--- src/rtl/psram_xfer_arb.sv ---
// Round-robin arbiter between the config and bus requesters for the single psram_core transfer port.
// Optional WAIT-state watchdog is enabled by defining PSRAM_ARB_TIMEOUT_EN.
module psram_xfer_arb #(
   parameter int ADDR_WIDTH     = 32,
   parameter int DATA_WIDTH     = 64,
   parameter int TIMEOUT_CYCLES = 1024
) (
   input  logic                    clk_i,
   input  logic                    rst_n_i,
   input  logic                    cfg_req_i,
   input  logic                    cfg_we_i,
   input  logic [ADDR_WIDTH-1:0]   cfg_addr_i,
   input  logic [7:0]              cfg_wdata_i,
   output logic                    cfg_ack_o,
   output logic [7:0]              cfg_rdata_o,
   input  logic                    bus_req_i,
   input  logic                    bus_we_i,
   input  logic [ADDR_WIDTH-1:0]   bus_addr_i,
   input  logic [DATA_WIDTH-1:0]   bus_wdata_i,
   input  logic [DATA_WIDTH/8-1:0] bus_wmask_i,
   output logic                    bus_ack_o,
   output logic [DATA_WIDTH-1:0]   bus_rdata_o,
   input  logic [7:0]              recy_i,
   output logic                    xfer_valid_o,
   output logic                    xfer_rdwr_o,
   output logic                    xfer_cfg_o,
   output logic [ADDR_WIDTH-1:0]   xfer_addr_o,
   output logic [DATA_WIDTH-1:0]   xfer_wdata_o,
   output logic [DATA_WIDTH/8-1:0] xfer_wmask_o,
   input  logic                    core_done_i,
   input  logic [DATA_WIDTH-1:0]   core_rdata_i,
   output logic                    busy_o,
   output logic                    err_o
);

   localparam int MASK_WIDTH = DATA_WIDTH / 8;
   localparam logic [MASK_WIDTH-1:0] CFG_MASK = {{(MASK_WIDTH-1){1'b0}}, 1'b1};

   typedef enum logic [1:0] {IDLE, ISSUE, WAIT, RECY} state_t;

   state_t     state;
   state_t     state_next;
   logic       last_bus;
   logic [7:0] recy_cnt;
   logic       grant_any;
   logic       grant_cfg;
   logic       finish;
   logic       timeout;

`ifdef PSRAM_ARB_TIMEOUT_EN
   logic [15:0] wait_cnt;

   // Counts cycles spent in WAIT; cleared whenever the FSM is elsewhere.
   always_ff @(posedge clk_i or negedge rst_n_i) begin
      if (!rst_n_i) begin
         wait_cnt <= 16'd0;
      end else if (state == WAIT) begin
         wait_cnt <= wait_cnt + 16'd1;
      end else begin
         wait_cnt <= 16'd0;
      end
   end

   assign timeout = (state == WAIT) && !core_done_i && (wait_cnt == 16'(TIMEOUT_CYCLES - 1));
`else
   logic unused_timeout_cfg;
   assign unused_timeout_cfg = (TIMEOUT_CYCLES != 0);
   assign timeout = 1'b0;
`endif

   assign finish       = (state == WAIT) && (core_done_i || timeout);
   assign xfer_valid_o = (state == ISSUE);
   assign busy_o       = (state != IDLE);

   always_ff @(posedge clk_i or negedge rst_n_i) begin
      if (!rst_n_i) begin
         state <= IDLE;
      end else begin
         state <= state_next;
      end
   end

   // Config wins a tie only when the bus held the last grant.
   always_comb begin
      state_next = state;
      grant_any  = 1'b0;
      grant_cfg  = 1'b0;
      case (state)
         IDLE: begin
            if (cfg_req_i || bus_req_i) begin
               grant_any  = 1'b1;
               grant_cfg  = cfg_req_i && (!bus_req_i || last_bus);
               state_next = ISSUE;
            end
         end
         ISSUE: state_next = WAIT;
         WAIT: begin
            if (finish) begin
               state_next = (recy_i == 8'd0) ? IDLE : RECY;
            end
         end
         RECY: begin
            if (recy_cnt <= 8'd1) begin
               state_next = IDLE;
            end
         end
         default: state_next = IDLE;
      endcase
   end

   // Latches the winner's fields and returns completion; acks and rdata are registered.
   always_ff @(posedge clk_i or negedge rst_n_i) begin
      if (!rst_n_i) begin
         last_bus     <= 1'b1;
         recy_cnt     <= 8'd0;
         xfer_rdwr_o  <= 1'b0;
         xfer_cfg_o   <= 1'b0;
         xfer_addr_o  <= '0;
         xfer_wdata_o <= '0;
         xfer_wmask_o <= '0;
         cfg_ack_o    <= 1'b0;
         cfg_rdata_o  <= 8'd0;
         bus_ack_o    <= 1'b0;
         bus_rdata_o  <= '0;
         err_o        <= 1'b0;
      end else begin
         cfg_ack_o <= 1'b0;
         bus_ack_o <= 1'b0;
         err_o     <= 1'b0;
         if (grant_any) begin
            last_bus   <= !grant_cfg;
            xfer_cfg_o <= grant_cfg;
            if (grant_cfg) begin
               xfer_rdwr_o  <= !cfg_we_i;
               xfer_addr_o  <= cfg_addr_i;
               xfer_wdata_o <= {{(DATA_WIDTH-8){1'b0}}, cfg_wdata_i};
               xfer_wmask_o <= CFG_MASK;
            end else begin
               xfer_rdwr_o  <= !bus_we_i;
               xfer_addr_o  <= bus_addr_i;
               xfer_wdata_o <= bus_wdata_i;
               xfer_wmask_o <= bus_wmask_i;
            end
         end
         if (finish) begin
            recy_cnt <= recy_i;
            err_o    <= timeout;
            if (xfer_cfg_o) begin
               cfg_ack_o <= 1'b1;
               if (timeout) begin
                  cfg_rdata_o <= 8'd0;
               end else if (xfer_rdwr_o) begin
                  cfg_rdata_o <= core_rdata_i[7:0];
               end
            end else begin
               bus_ack_o <= 1'b1;
               if (timeout) begin
                  bus_rdata_o <= '0;
               end else if (xfer_rdwr_o) begin
                  bus_rdata_o <= core_rdata_i;
               end
            end
         end else if (state == RECY) begin
            recy_cnt <= recy_cnt - 8'd1;
         end
      end
   end

endmodule

--- config.mk ---
export PLATFORM = sky130hd
export DESIGN_NAME = psram_xfer_arb
export DESIGN_NICKNAME = d
export VERILOG_FILES = /design/src/rtl/psram_xfer_arb.sv
export SDC_FILE = /design/constraint.sdc
export NUM_CORES = 1
export LEC_CHECK = 0
export CAP_MARGIN = 0
export CORE_MARGIN = 5
export CORE_UTILIZATION = 25
export CTS_BUF_LIST = sky130_fd_sc_hd__clkbuf_16
export CTS_CLUSTER_DIAMETER = 30
export DETAILED_ROUTE_END_ITERATION = 8
export MAX_ROUTING_LAYER = met4
export PLACE_DENSITY = 0.54
export SLEW_MARGIN = 30
export SYNTH_ARGS = -nofsm -noshare
export SYNTH_HDL_FRONTEND = slang
export SYNTH_SLANG_ARGS = --single-unit
--- constraint.sdc ---
create_clock -name clk_i -period 2.8 [get_ports clk_i]
set_input_delay 0.84 -clock clk_i [delete_from_list [all_inputs] [get_ports clk_i]]
set_output_delay 0.84 -clock clk_i [all_outputs]
set_load 0.02 [all_outputs]
==> impl_metrics.py <==
metrics = {
    "outcome": {
        "outcome": "completed",
    },
    "synth": {
        "synth-main-ff-cell": "dfrtp_1",
        "syn_nets": 749,
        "postSynthAreaPerCell_um2": 14.9,
        "syn_area_um2": 7800,
        "async_flop_share": 1.00,
        "seq_area_frac_synth": 0.613,
        "synth_warnings": 0,
        "yosysUniqueCellTypes": 44,
        "synth_edf_count": 0,
        "ys_ff_latch": 191,
        "netlist_instances": 524,
    },
    "worst_hold_path": {
        "hold_class": "primary input to asynchronous set/reset pin",
    },
    "cells_and_area": {
        "fin_nets": 1153,
        "area_delta_synth_final_pct": 66.4,
        "n_fill_cell": 2833,
        "antennaDiodeCount": 0,
        "drive_above_1_share": 0.143,
    },
    "clocking": {
        "path_clk_slew_ps": 70,
        "cts_htree_levels": 4,
        "cts_tree": "done",
        "cts_made_buffers": 17,
        "post_cts_buffers": 0,
        "clockBufferDepth": 2,
        "cts-root-buf": "clkbuf_16",
        "holdBufCountCts": 0,
        "clock_sinks": 191,
        "ctsResizeCount": 0,
        "worstSkewPairLatency_ps": 440,
    },
    "pwr": {
        "swShare": 0.237,
        "clkPwrFrac": 0.439,
        "p_leak_uw": 0.00585,
        "power_frac_comb": 0.073,
        "p_seq_frac": 0.487,
        "ir_drop_v": 0.000400,
        "p_sw_uw": 1340,
        "p_int_uw": 4330,
        "powerDensity_nw_per_um2": 436,
    },
    "setup_path": {
        "reg2reg_depth": 5,
        "cp-end-kind": "output pin",
        "crit_required_ps": 1960,
        "crit_type": "register to output pin",
        "critPathMaxFanout": 9,
        "start_kind": "register",
        "arrival_ps": 1800,
    },
    "detailed_routing": {
        "drt_iter0_drc": 234,
        "drc": 0,
        "routedWlPerCell_um": 20.3,
        "detail_route.vias_per_cell": 4.60,
        "routed_wl_um": 27100,
        "antenna_left": 0,
        "via_count": 6154,
        "dr.pass1.iters": 4,
    },
    "floorplan": {
        "initial_utilization": 0.254,
        "dieArea_um2": 34900,
        "row_count": 64,
        "boundaryPins": 406,
        "die_y_um": 187,
        "die_w_um": 187,
        "core_um2": 30700,
    },
    "sta": {
        "rsz0062_at_grt": "no",
        "setup_tns_ps": 0,
        "period_needed_ps": 2640,
        "setup_viol": 0,
        "clock_skew_ps": 10.7,
        "fin_hold_ws_ps": 304,
        "final_max_slew_viol_count": 0,
        "finalHoldViolCount": 0,
        "max_freq_mhz": 379,
        "timing.final.crit_share": 0.943,
    },
    "global_route": {
        "antenna_found_initial": 0,
        "globalRouteOverflowTotal": 0,
        "grt_pass1_wl_um": 41600,
        "grt_max_degree": 68,
        "grt_pass1_vias": 6797,
        "track_usage": 0.157,
    },
    "place": {
        "hpwlAfterDp_um": 20300,
        "gp_congestion": 0.776,
        "portBuffers": 404,
    },
    "flow_run": {
        "cap_viol_max_count": 0,
    },
}
-- final timing paths --
check	end	slack, ps	startpoint
worst max-delay path	xfer_valid_o	160	state[0]
worst min-delay path	bus_rdata_o[27]	300	rst_n_i
worst max register to register	xfer_wdata_o[36]	600	state[1]
worst min register to register	xfer_wdata_o[49]	500	xfer_wdata_o[49]
max in group asynchronous	xfer_wdata_o[26]	1820	rst_n_i
min in group clk_i	xfer_wdata_o[49]	500	xfer_wdata_o[49]
-- per-stage QoR --
step	cell area (um^2)	total power, uW	setup WS [ps]	instances	util
finish	13000	5670	159	1337	0.423
global route	13000	5910	80.4	1337	0.423
CTS	13000	5770	124	1337	0.423
detailed placement	12400	3240	244	1305	0.404
global placement	12400	3240	276	1305	0.404
floorplan	7800	2830	956	524	-
-- final cells by class --
cell class / instances / area (um^2) / area share
clock buffer: 17 / 425 / 0.0328
clock inverter: 15 / 175 / 0.0135
inverter: 5 / 18.8 / 0.00145
multi-input combinational: 285 / 2750 / 0.212
sequential: 191 / 4780 / 0.368
tap: 396 / 495 / 0.0382
timing repair buffer: 428 / 4340 / 0.334
-- layer usage --
metal	wire, um	GRT usage
met1	12200	0.198
met2	12300	0.240
met3	2300	0.0635
met4	315	0.0339
met5	0	-
-- state kept, by name, indices dropped and copies added, names as in the netlist --
register      count
bus_ack_o         1
xfer_wdata_o     64
cfg_rdata_o       8
xfer_rdwr_o       1
xfer_addr_o      32
cfg_ack_o         1
state             2
bus_rdata_o      64
recy_cnt          8
xfer_cfg_o        1
last_bus          1
xfer_wmask_o      8
-- kinds of logic after synthesis --
family,count (synthesis),synth area share
flops,191,0.613
buf+inv,48,0.0362
mux,74,0.135
other cells,1,0.000480
fa+ha+maj,2,0.00321
compound gates,165,0.181
simple gates,43,0.0309
-- power by group through the flow --
stage	clock [uW]	sequential (uW)	combinational (uW)
floorplan	0	2820	16.7
global placement	0	2820	422
detailed placement	0	2820	424
CTS	2590	2760	426
global route	2700	2760	448
finish	2490	2760	416
-- layout by cell type, fill, tap and decap left out, drive strengths merged, types with 2 or more instances in the layout --
master	synthesis	layout
nor2	12	12
dfrtp	190	190
clkbuf	9	18
a22o	63	63
and3b	2	2
clkdlybuf4s50	0	403
nor4	2	2
mux2	72	72
nand2	5	5
mux2i	2	2
ha	2	2
clkinv	0	6
o21a	2	2
a211oi	2	2
o21ai	5	5
buf	34	24
a21boi	41	41
and2	2	2
nand3	6	6
inv	5	13
nand3b	2	2
or2	2	2
or4	3	3
and3	2	2
a221o	43	43
-- synth_stat cells (all sizes together) (2+ instances only) --
cell    count  area [um^2]
nand2       5         18.8
buf        34          230
o21ai       5         25.0
mux2i       2         20.0
and3b       2         17.5
nor4        2         12.5
nand3b      2         15.0
a21boi     41          308
and3        2         12.5
mux2       72         1040
nor2       12         52.6
a22o       63          552
clkbuf      9         33.8
a221o      43          430
or4         3         22.5
inv         5         18.8
a211oi      2         15.0
nand3       6         30.0
or2         2         12.5
o21a        2         15.0
ha          2         25.0
and2        2         12.5
dfrtp     190         4750
-- critical path, cell delays in order (launching register included) --
cell,delay (ps)
dfrtp_1,510
nor2b_1,220
clkdlybuf4s50_1,630
(Power assumes the default switching activity.)
